### config.mk
export PLATFORM = sky130hd
export DESIGN_NAME = alu_sched_flat
export DESIGN_NICKNAME = d
export VERILOG_FILES = /design/src/rtl/alu_sched_pkg.sv /design/src/rtl/alu_sched_if.sv /design/src/rtl/alu_sched_rr_arb2.sv /design/src/rtl/alu_sched.sv /design/src/flat_wrapper.sv
export SDC_FILE = /design/constraint.sdc
export NUM_CORES = 1
export LEC_CHECK = 0
export ABC_CLOCK_PERIOD_IN_PS = 2100
export CORE_ASPECT_RATIO = 0.5
export CORE_MARGIN = 3
export CORE_UTILIZATION = 30
export CTS_CLUSTER_DIAMETER = 40
export CTS_CLUSTER_SIZE = 28
export DETAILED_ROUTE_END_ITERATION = 12
export PLACE_DENSITY = 0.69
export SLEW_MARGIN = 20
export SYNTH_ARGS = -nofsm -noshare
export SYNTH_HDL_FRONTEND = slang
export SYNTH_HIERARCHICAL = 1
export SYNTH_SLANG_ARGS = --single-unit
export TNS_END_PERCENT = 10
### constraint.sdc
create_clock -name clk -period 2.1 [get_ports clk]
set_input_delay 0.525 -clock clk [delete_from_list [all_inputs] [get_ports clk]]
set_output_delay 0.525 -clock clk [all_outputs]
set_load 0.01 [all_outputs]
### src/rtl/alu_sched_pkg.sv
// ---------------------------------------------------------------------------
// alu_sched_pkg
// Shared definitions for the ALU scheduler: ALU op codes, status flag bit
// positions (status layout ---SVNZC), scheduler FSM states, the status reset
// default and the captured-transaction record.
// ---------------------------------------------------------------------------
package alu_sched_pkg;

    typedef enum logic [1:0] {
        ALU_ADD = 2'd0,
        ALU_SUB = 2'd1,
        ALU_TRA = 2'd2,
        ALU_TRB = 2'd3
    } alu_op_e;

    // Status flag bit positions.
    localparam int CF = 0;
    localparam int ZF = 1;
    localparam int NF = 2;
    localparam int VF = 3;
    localparam int SF = 4;

    typedef enum logic [1:0] {
        S_IDLE = 2'd0,
        S_EXEC = 2'd1,
        S_RESP = 2'd2
    } state_e;

    localparam logic [7:0] ST_RST_DEFAULT = 8'h00;

    // Operation captured from the granted requester.
    typedef struct packed {
        alu_op_e    op;
        logic [7:0] a;
        logic [7:0] b;
        logic       wst;
        logic       id;
    } xact_t;

endpackage

### src/rtl/alu_sched_if.sv
// ---------------------------------------------------------------------------
// alu_sched_if
// Request/response bus between the two ALU requesters (plus the response
// consumer) and the scheduler.
//   reqN_valid/op/a/b/wst : requester N operation, held until reqN_ready
//   reqN_ready            : one-cycle accept pulse from the scheduler
//   rsp_valid/id/r/st     : registered response, held until rsp_ready
//   rsp_ready             : response consumer accepts
// master = requester/consumer side, slave = scheduler side.
// ---------------------------------------------------------------------------
interface alu_sched_if;
    import alu_sched_pkg::*;

    logic       req0_valid;
    logic       req0_ready;
    alu_op_e    req0_op;
    logic [7:0] req0_a;
    logic [7:0] req0_b;
    logic       req0_wst;

    logic       req1_valid;
    logic       req1_ready;
    alu_op_e    req1_op;
    logic [7:0] req1_a;
    logic [7:0] req1_b;
    logic       req1_wst;

    logic       rsp_valid;
    logic       rsp_ready;
    logic       rsp_id;
    logic [7:0] rsp_r;
    logic [7:0] rsp_st;

    modport master (
        output req0_valid, req0_op, req0_a, req0_b, req0_wst,
        input  req0_ready,
        output req1_valid, req1_op, req1_a, req1_b, req1_wst,
        input  req1_ready,
        input  rsp_valid, rsp_id, rsp_r, rsp_st,
        output rsp_ready
    );

    modport slave (
        input  req0_valid, req0_op, req0_a, req0_b, req0_wst,
        output req0_ready,
        input  req1_valid, req1_op, req1_a, req1_b, req1_wst,
        output req1_ready,
        output rsp_valid, rsp_id, rsp_r, rsp_st,
        input  rsp_ready
    );

endinterface

### src/rtl/alu_sched_rr_arb2.sv
// ---------------------------------------------------------------------------
// rr_arb2
// Two-way round-robin arbiter (purely combinational).
//   valid[1:0]  : request lines
//   last_grant  : id granted most recently
//   grant[1:0]  : one-hot grant, zero when nobody requests
//   grant_id    : index of the granted requester
// A lone requester always wins; on contention the one that did not win
// last time is chosen.
// ---------------------------------------------------------------------------
module rr_arb2 (
    input  logic [1:0] valid,
    input  logic       last_grant,
    output logic [1:0] grant,
    output logic       grant_id
);

    assign grant_id = (valid == 2'b11) ? ~last_grant : valid[1];
    assign grant    = (valid == 2'b00) ? 2'b00
                    : (grant_id ? 2'b10 : 2'b01);

endmodule

### src/rtl/alu_sched.sv
// ---------------------------------------------------------------------------
// alu_sched
// Shares one external combinational ALU between the CPU execute stage
// (requester 0) and the address/index unit (requester 1). Each operation
// runs IDLE (accept) -> EXEC (ALU evaluates) -> RESP (result held until
// taken). The block owns the status register and feeds it to the ALU.
// Ports:
//   clk, rst_n        : clock, asynchronous active-low reset
//   bus               : request/response bus (slave side)
//   st                : current status register
//   st_ld, st_din     : external status load, wins over an ALU commit
//   alu_a/b/op        : ALU operand and op drive, held outside EXEC
//   alu_st_in         : ALU status input, always equals st
//   alu_r, alu_st_out : ALU result and status output
// ---------------------------------------------------------------------------
module alu_sched
    import alu_sched_pkg::*;
#(
    parameter logic [7:0] ST_RST = ST_RST_DEFAULT
) (
    input  logic        clk,
    input  logic        rst_n,
    alu_sched_if.slave  bus,
    output logic [7:0]  st,
    input  logic        st_ld,
    input  logic [7:0]  st_din,
    output logic [7:0]  alu_a,
    output logic [7:0]  alu_b,
    output logic [1:0]  alu_op,
    output logic [7:0]  alu_st_in,
    input  logic [7:0]  alu_r,
    input  logic [7:0]  alu_st_out
);

    state_e     state_q, state_d;
    logic       last_grant_q, last_grant_d;
    xact_t      xact_q, xact_d;
    logic [7:0] rsp_r_q, rsp_r_d;
    logic [7:0] rsp_st_q, rsp_st_d;
    logic       rsp_id_q, rsp_id_d;
    logic [7:0] st_q, st_d;

    logic [1:0] req_valid;
    logic [1:0] grant;
    logic       grant_id;

    assign req_valid = {bus.req1_valid, bus.req0_valid};

    rr_arb2 u_arb (
        .valid      (req_valid),
        .last_grant (last_grant_q),
        .grant      (grant),
        .grant_id   (grant_id)
    );

    always_comb begin
        // NOTE: every signal written here gets a default first, so no path
        // leaves one unassigned and no latch is inferred.
        state_d        = state_q;
        last_grant_d   = last_grant_q;
        xact_d         = xact_q;
        rsp_r_d        = rsp_r_q;
        rsp_st_d       = rsp_st_q;
        rsp_id_d       = rsp_id_q;
        st_d           = st_q;
        bus.req0_ready = 1'b0;
        bus.req1_ready = 1'b0;

        unique case (state_q)
            S_IDLE: begin
                if (grant != 2'b00) begin
                    bus.req0_ready = grant[0];
                    bus.req1_ready = grant[1];
                    last_grant_d   = grant_id;
                    xact_d = grant_id
                        ? '{op: bus.req1_op, a: bus.req1_a, b: bus.req1_b,
                            wst: bus.req1_wst, id: 1'b1}
                        : '{op: bus.req0_op, a: bus.req0_a, b: bus.req0_b,
                            wst: bus.req0_wst, id: 1'b0};
                    state_d = S_EXEC;
                end
            end
            S_EXEC: begin
                rsp_r_d  = alu_r;
                rsp_st_d = alu_st_out;
                rsp_id_d = xact_q.id;
                if (xact_q.wst) begin
                    st_d = alu_st_out;
                end
                state_d = S_RESP;
            end
            S_RESP: begin
                if (bus.rsp_ready) begin
                    state_d = S_IDLE;
                end
            end
            default: state_d = S_IDLE;
        endcase

        // External load overrides any ALU status commit in the same cycle;
        // rsp_st still reports what the ALU produced.
        if (st_ld) begin
            st_d = st_din;
        end
    end

    always_ff @(posedge clk or negedge rst_n) begin
        if (!rst_n) begin
            state_q      <= S_IDLE;
            last_grant_q <= 1'b1;   // requester 0 wins the first contention
            xact_q       <= '0;
            rsp_r_q      <= '0;
            rsp_st_q     <= '0;
            rsp_id_q     <= 1'b0;
            st_q         <= ST_RST;
        end else begin
            // NOTE: non-blocking assignments so every flop samples the values
            // from before this edge, independent of statement order.
            state_q      <= state_d;
            last_grant_q <= last_grant_d;
            xact_q       <= xact_d;
            rsp_r_q      <= rsp_r_d;
            rsp_st_q     <= rsp_st_d;
            rsp_id_q     <= rsp_id_d;
            st_q         <= st_d;
        end
    end

    // The ALU is driven straight from the captured operation: it changes only
    // when a new operation is accepted, so it is stable through EXEC.
    assign alu_a     = xact_q.a;
    assign alu_b     = xact_q.b;
    assign alu_op    = xact_q.op;
    assign alu_st_in = st_q;
    assign st        = st_q;

    assign bus.rsp_valid = (state_q == S_RESP);
    assign bus.rsp_r     = rsp_r_q;
    assign bus.rsp_st    = rsp_st_q;
    assign bus.rsp_id    = rsp_id_q;

endmodule

### src/flat_wrapper.sv
// flat-port wrapper written by rule: the top's interface ports become plain ports
module alu_sched_flat import alu_sched_pkg::*;
#(
    parameter logic [7:0] ST_RST = ST_RST_DEFAULT
)
  (clk, rst_n, st, st_ld, st_din, alu_a, alu_b, alu_op, alu_st_in, alu_r, alu_st_out, bus_req0_valid, bus_req0_op, bus_req0_a, bus_req0_b, bus_req0_wst, bus_req0_ready, bus_req1_valid, bus_req1_op, bus_req1_a, bus_req1_b, bus_req1_wst, bus_req1_ready, bus_rsp_valid, bus_rsp_id, bus_rsp_r, bus_rsp_st, bus_rsp_ready);
  alu_sched_if bus_i ();
  input  logic clk;
  input  logic rst_n;
  output logic [7:0] st;
  input  logic st_ld;
  input  logic [7:0] st_din;
  output logic [7:0] alu_a;
  output logic [7:0] alu_b;
  output logic [1:0] alu_op;
  output logic [7:0] alu_st_in;
  input  logic [7:0] alu_r;
  input  logic [7:0] alu_st_out;
  input wire logic [$bits(bus_i.req0_valid)-1:0] bus_req0_valid;
  input wire logic [$bits(bus_i.req0_op)-1:0] bus_req0_op;
  input wire logic [$bits(bus_i.req0_a)-1:0] bus_req0_a;
  input wire logic [$bits(bus_i.req0_b)-1:0] bus_req0_b;
  input wire logic [$bits(bus_i.req0_wst)-1:0] bus_req0_wst;
  output wire logic [$bits(bus_i.req0_ready)-1:0] bus_req0_ready;
  input wire logic [$bits(bus_i.req1_valid)-1:0] bus_req1_valid;
  input wire logic [$bits(bus_i.req1_op)-1:0] bus_req1_op;
  input wire logic [$bits(bus_i.req1_a)-1:0] bus_req1_a;
  input wire logic [$bits(bus_i.req1_b)-1:0] bus_req1_b;
  input wire logic [$bits(bus_i.req1_wst)-1:0] bus_req1_wst;
  output wire logic [$bits(bus_i.req1_ready)-1:0] bus_req1_ready;
  output wire logic [$bits(bus_i.rsp_valid)-1:0] bus_rsp_valid;
  output wire logic [$bits(bus_i.rsp_id)-1:0] bus_rsp_id;
  output wire logic [$bits(bus_i.rsp_r)-1:0] bus_rsp_r;
  output wire logic [$bits(bus_i.rsp_st)-1:0] bus_rsp_st;
  input wire logic [$bits(bus_i.rsp_ready)-1:0] bus_rsp_ready;
  assign bus_i.req0_valid = bus_req0_valid;
  assign bus_i.req0_op = bus_req0_op;
  assign bus_i.req0_a = bus_req0_a;
  assign bus_i.req0_b = bus_req0_b;
  assign bus_i.req0_wst = bus_req0_wst;
  assign bus_req0_ready = bus_i.req0_ready;
  assign bus_i.req1_valid = bus_req1_valid;
  assign bus_i.req1_op = bus_req1_op;
  assign bus_i.req1_a = bus_req1_a;
  assign bus_i.req1_b = bus_req1_b;
  assign bus_i.req1_wst = bus_req1_wst;
  assign bus_req1_ready = bus_i.req1_ready;
  assign bus_rsp_valid = bus_i.rsp_valid;
  assign bus_rsp_id = bus_i.rsp_id;
  assign bus_rsp_r = bus_i.rsp_r;
  assign bus_rsp_st = bus_i.rsp_st;
  assign bus_i.rsp_ready = bus_rsp_ready;
  alu_sched #(.ST_RST(ST_RST)) u_core (.clk(clk), .rst_n(rst_n), .bus(bus_i), .st(st), .st_ld(st_ld), .st_din(st_din), .alu_a(alu_a), .alu_b(alu_b), .alu_op(alu_op), .alu_st_in(alu_st_in), .alu_r(alu_r), .alu_st_out(alu_st_out));
endmodule
==> results.md <==
- # rows: 22
- Fin crit share: 87.1%
- Mapped Cells: 185
- Initial Util: 31.4%
- WL/cell: 15.4 um
- Pins Over Slew Limit: 0
- Drt via density: 4.38
- Pin count of the biggest net entering global routing: 44
- Nets@finish: 356
- First DRT Iteration DRCs: 40
- Worst-path cell chain: inv_1 > a21boi_4 > nor3b_2 > buf_2
- Crit path to: bus_req0_ready
- Die area: 8980 um2
- Resized cells post-CTS: 11
- Max_slew headroom: 67.8%
- Setup TNS: 0 ns
- H-Tree Depth: 2
- Setup crit end kind: primary output
- Die Span X: 131 um
- MaxCap Viol Count: 0
- Postcts setup bufs: 0
- Global-route wire length before repair: 9560 um
- Worst r2r path cells: 5
- Hold Vio Cnt, Final: 0
- Port Buf Inserts: 121
- Tot Pwr: 4.83 mW
- Crit Path Class: reg2out
- Root Driver: clkbuf_16
- Synth warn: 6
- Worst R2R Start: u_core/last_grant_q$_DFFE_PN1P_
- Core area: 7460 um2
- Pre-antenna DRT Iters: 4
- CP Launch Point: u_core/last_grant_q$_DFFE_PN1P_
- CP arrival: 1.30 ns
- Num CTS Buffers: 5
- Post-synthesis register bit count: 48
- Skew-Pair Late Insertion Delay: 0.28 ns
- FF-to-FF setup slack: 0.47 ns
- Total Wirelength: 6130 um
- CTS tree: done
- Post-Syn Area: 2340 um2
- RSZ-0062 raised after global routing: false
- Critical Path RT: 1.57 ns
- Power density over the cells: 1290 nW/um2
- Reg2reg end: u_core/alu_a[6]$_DFFE_PN0P_
- Leakage: 1.56 nW
- Synth-to-layout area growth: 59.0%
- Clock Tree Buf Depth: 2
- Cts hold-fix bufs: 0
- Worst-path fanout max: 2
- Status: completed
- DRC Markers: 0
- Post-route ant nets: 0
- Vias: 1737
- CTS clk-pin slew, worst paths: 0.06 ns
- Pre-CTS WS: -0.418 ns
- CP max stage delay: 0.53 ns
- Register area share after synthesis: 51.3%
- HP Class: in2async
- Syn nets: 253
- Global Route Usage Sum: 13.7%
- Fin Clk Skew: 0.00189 ns
- Worst VDD drop: 0.473 mV
- Fmax: 547 MHz
- Worst slew pin tran: 0.481 ns
- Vias in the first global route: 1836
- IO Count: 122
- Initial antenna violation count: 0
- ANT cells: 0
- Grt total ovfl: 0
- Yosys cell types: 20
- DP HPWL: 4890 um
- Syn avg cell area: 12.7 um2
- Die H: 68.5 um
- Post-route minimum period: 1.83 ns
- Routability cong.: 0.751
- Final setup fails: 0
- CTS Sinks: 48
- CP Launch Type: flop
- Slowest stage cell on the critical path: dfstp_2
- Share of cells above drive strength 1: 19.7%
- Setup ws final: 0.272 ns
## sequential cells by signal, indices dropped and copies added, names as in the netlist
| register | flops |
|---|---|
| u_core/bus.rsp_id | 1 |
| u_core/bus.rsp_r | 8 |
| u_core/alu_st_in | 8 |
| u_core/alu_op | 2 |
| u_core/state_q | 2 |
| u_core/alu_a | 8 |
| u_core/last_grant_q | 1 |
| u_core/xact_q | 2 |
| u_core/bus.rsp_st | 8 |
| u_core/alu_b | 8 |
## metrics by stage
stage	instance area (um2)	util, %	instances	hold slack (ns)
finish	3730	50.0	397	0.0714
global route	3730	50.0	397	0.0706
CTS	3710	49.7	397	0.0704
detailed placement	3540	47.5	389	0.375
global placement	3540	47.5	389	0.374
floorplan	2340	-	185	0.229
## power by group
group / switching [mW] / internal (mW)
Clock: 0.331 / 0.560
Sequential: 0.277 / 1.37
Combinational: 0.888 / 1.40
Total: 1.50 / 3.33
## Yosys cell counts
master,count,share of area [%]
mux2_2,30,14
nor3_2,1,0.43
nor2b_1,8,2.1
nor3b_1,2,0.64
dfrtp_1,47,50
buf_2,3,0.64
mux2_1,27,13
nand2b_1,2,0.53
dfstp_2,1,1.1
and3b_1,1,0.37
clkbuf_1,1,0.16
a21boi_1,3,0.96
buf_4,29,9.3
a21oi_1,16,3.4
nand2_1,8,1.3
nor2_1,1,0.16
inv_1,2,0.32
o21ai_1,1,0.21
nand3b_1,1,0.32
buf_6,1,0.48
## kinds of logic (layout without fill, tap and decap cells)
| group | count (synthesis) | in the layout | synth area share [%] |
|---|---|---|---|
| buffers and inverters | 36 | 140 | 10.9 |
| AO/OA/AOI/OAI | 20 | 20 | 4.59 |
| flip-flops | 48 | 48 | 51.3 |
| AND/OR/NAND/NOR | 24 | 24 | 5.87 |
| multiplexers | 57 | 57 | 27.4 |
## area by class of cell
cell class              count  area, um2
clock buffers               6        129
fillers                   642       3730
repair buffers            130       1300
clock inverters             2       35.0
well taps                 108        135
multi-input cells         101        922
flip-flops and latches     48       1200
inverters                   2       7.51
## critical path: cells and delay by family (launching register included)
| family | cells | cell delay [ns] |
|---|---|---|
| buf+inv | 2 | 0.21 |
| simple gates | 1 | 0.16 |
| flops | 1 | 0.53 |
| compound gates | 1 | 0.12 |
## layout by cell type, fill, tap and decap left out, types with 2 or more instances in the layout
| cell type | synthesis | layout |
|---|---|---|
| clkdlybuf4s50_1 | 0 | 115 |
| dfrtp_1 | 47 | 46 |
| mux2_2 | 30 | 30 |
| mux2_1 | 27 | 27 |
| a21oi_1 | 16 | 16 |
| nand2_1 | 8 | 8 |
| nor2b_1 | 8 | 8 |
| buf_4 | 29 | 7 |
| clkbuf_16 | 0 | 5 |
| dlymetal6s2s_1 | 0 | 3 |
| buf_2 | 3 | 3 |
| nand2b_1 | 2 | 2 |
| inv_1 | 2 | 2 |
| nor3b_2 | 0 | 2 |
| buf_12 | 0 | 2 |
| a21boi_2 | 0 | 2 |
## per-layer routing
layer	vias up	track usage, %	part of all wire (%)
met5	-	0	0
met4	0	2.31	0.59
met3	4	2.92	3.5
met2	32	26.4	58
met1	883	16.1	38
li1	818	-	-
## worst min-delay path by stage
stage,to,startpoint,cells past startpoint,slack [ns]
after floorplan,u_core/alu_a[0]$_DFFE_PN0P_,rst_n,0,0.23
after global placement,u_core/alu_a[1]$_DFFE_PN0P_,rst_n,1,0.37
after detailed placement,u_core/alu_b[2]$_DFFE_PN0P_,rst_n,1,0.38
after CTS,u_core/alu_b[3]$_DFFE_PN0P_,rst_n,1,0.07
after global routing,u_core/alu_b[3]$_DFFE_PN0P_,rst_n,1,0.07
final,u_core/alu_b[3]$_DFFE_PN0P_,rst_n,1,0.07
No activity file was read; power rests on OpenSTA's default activity.
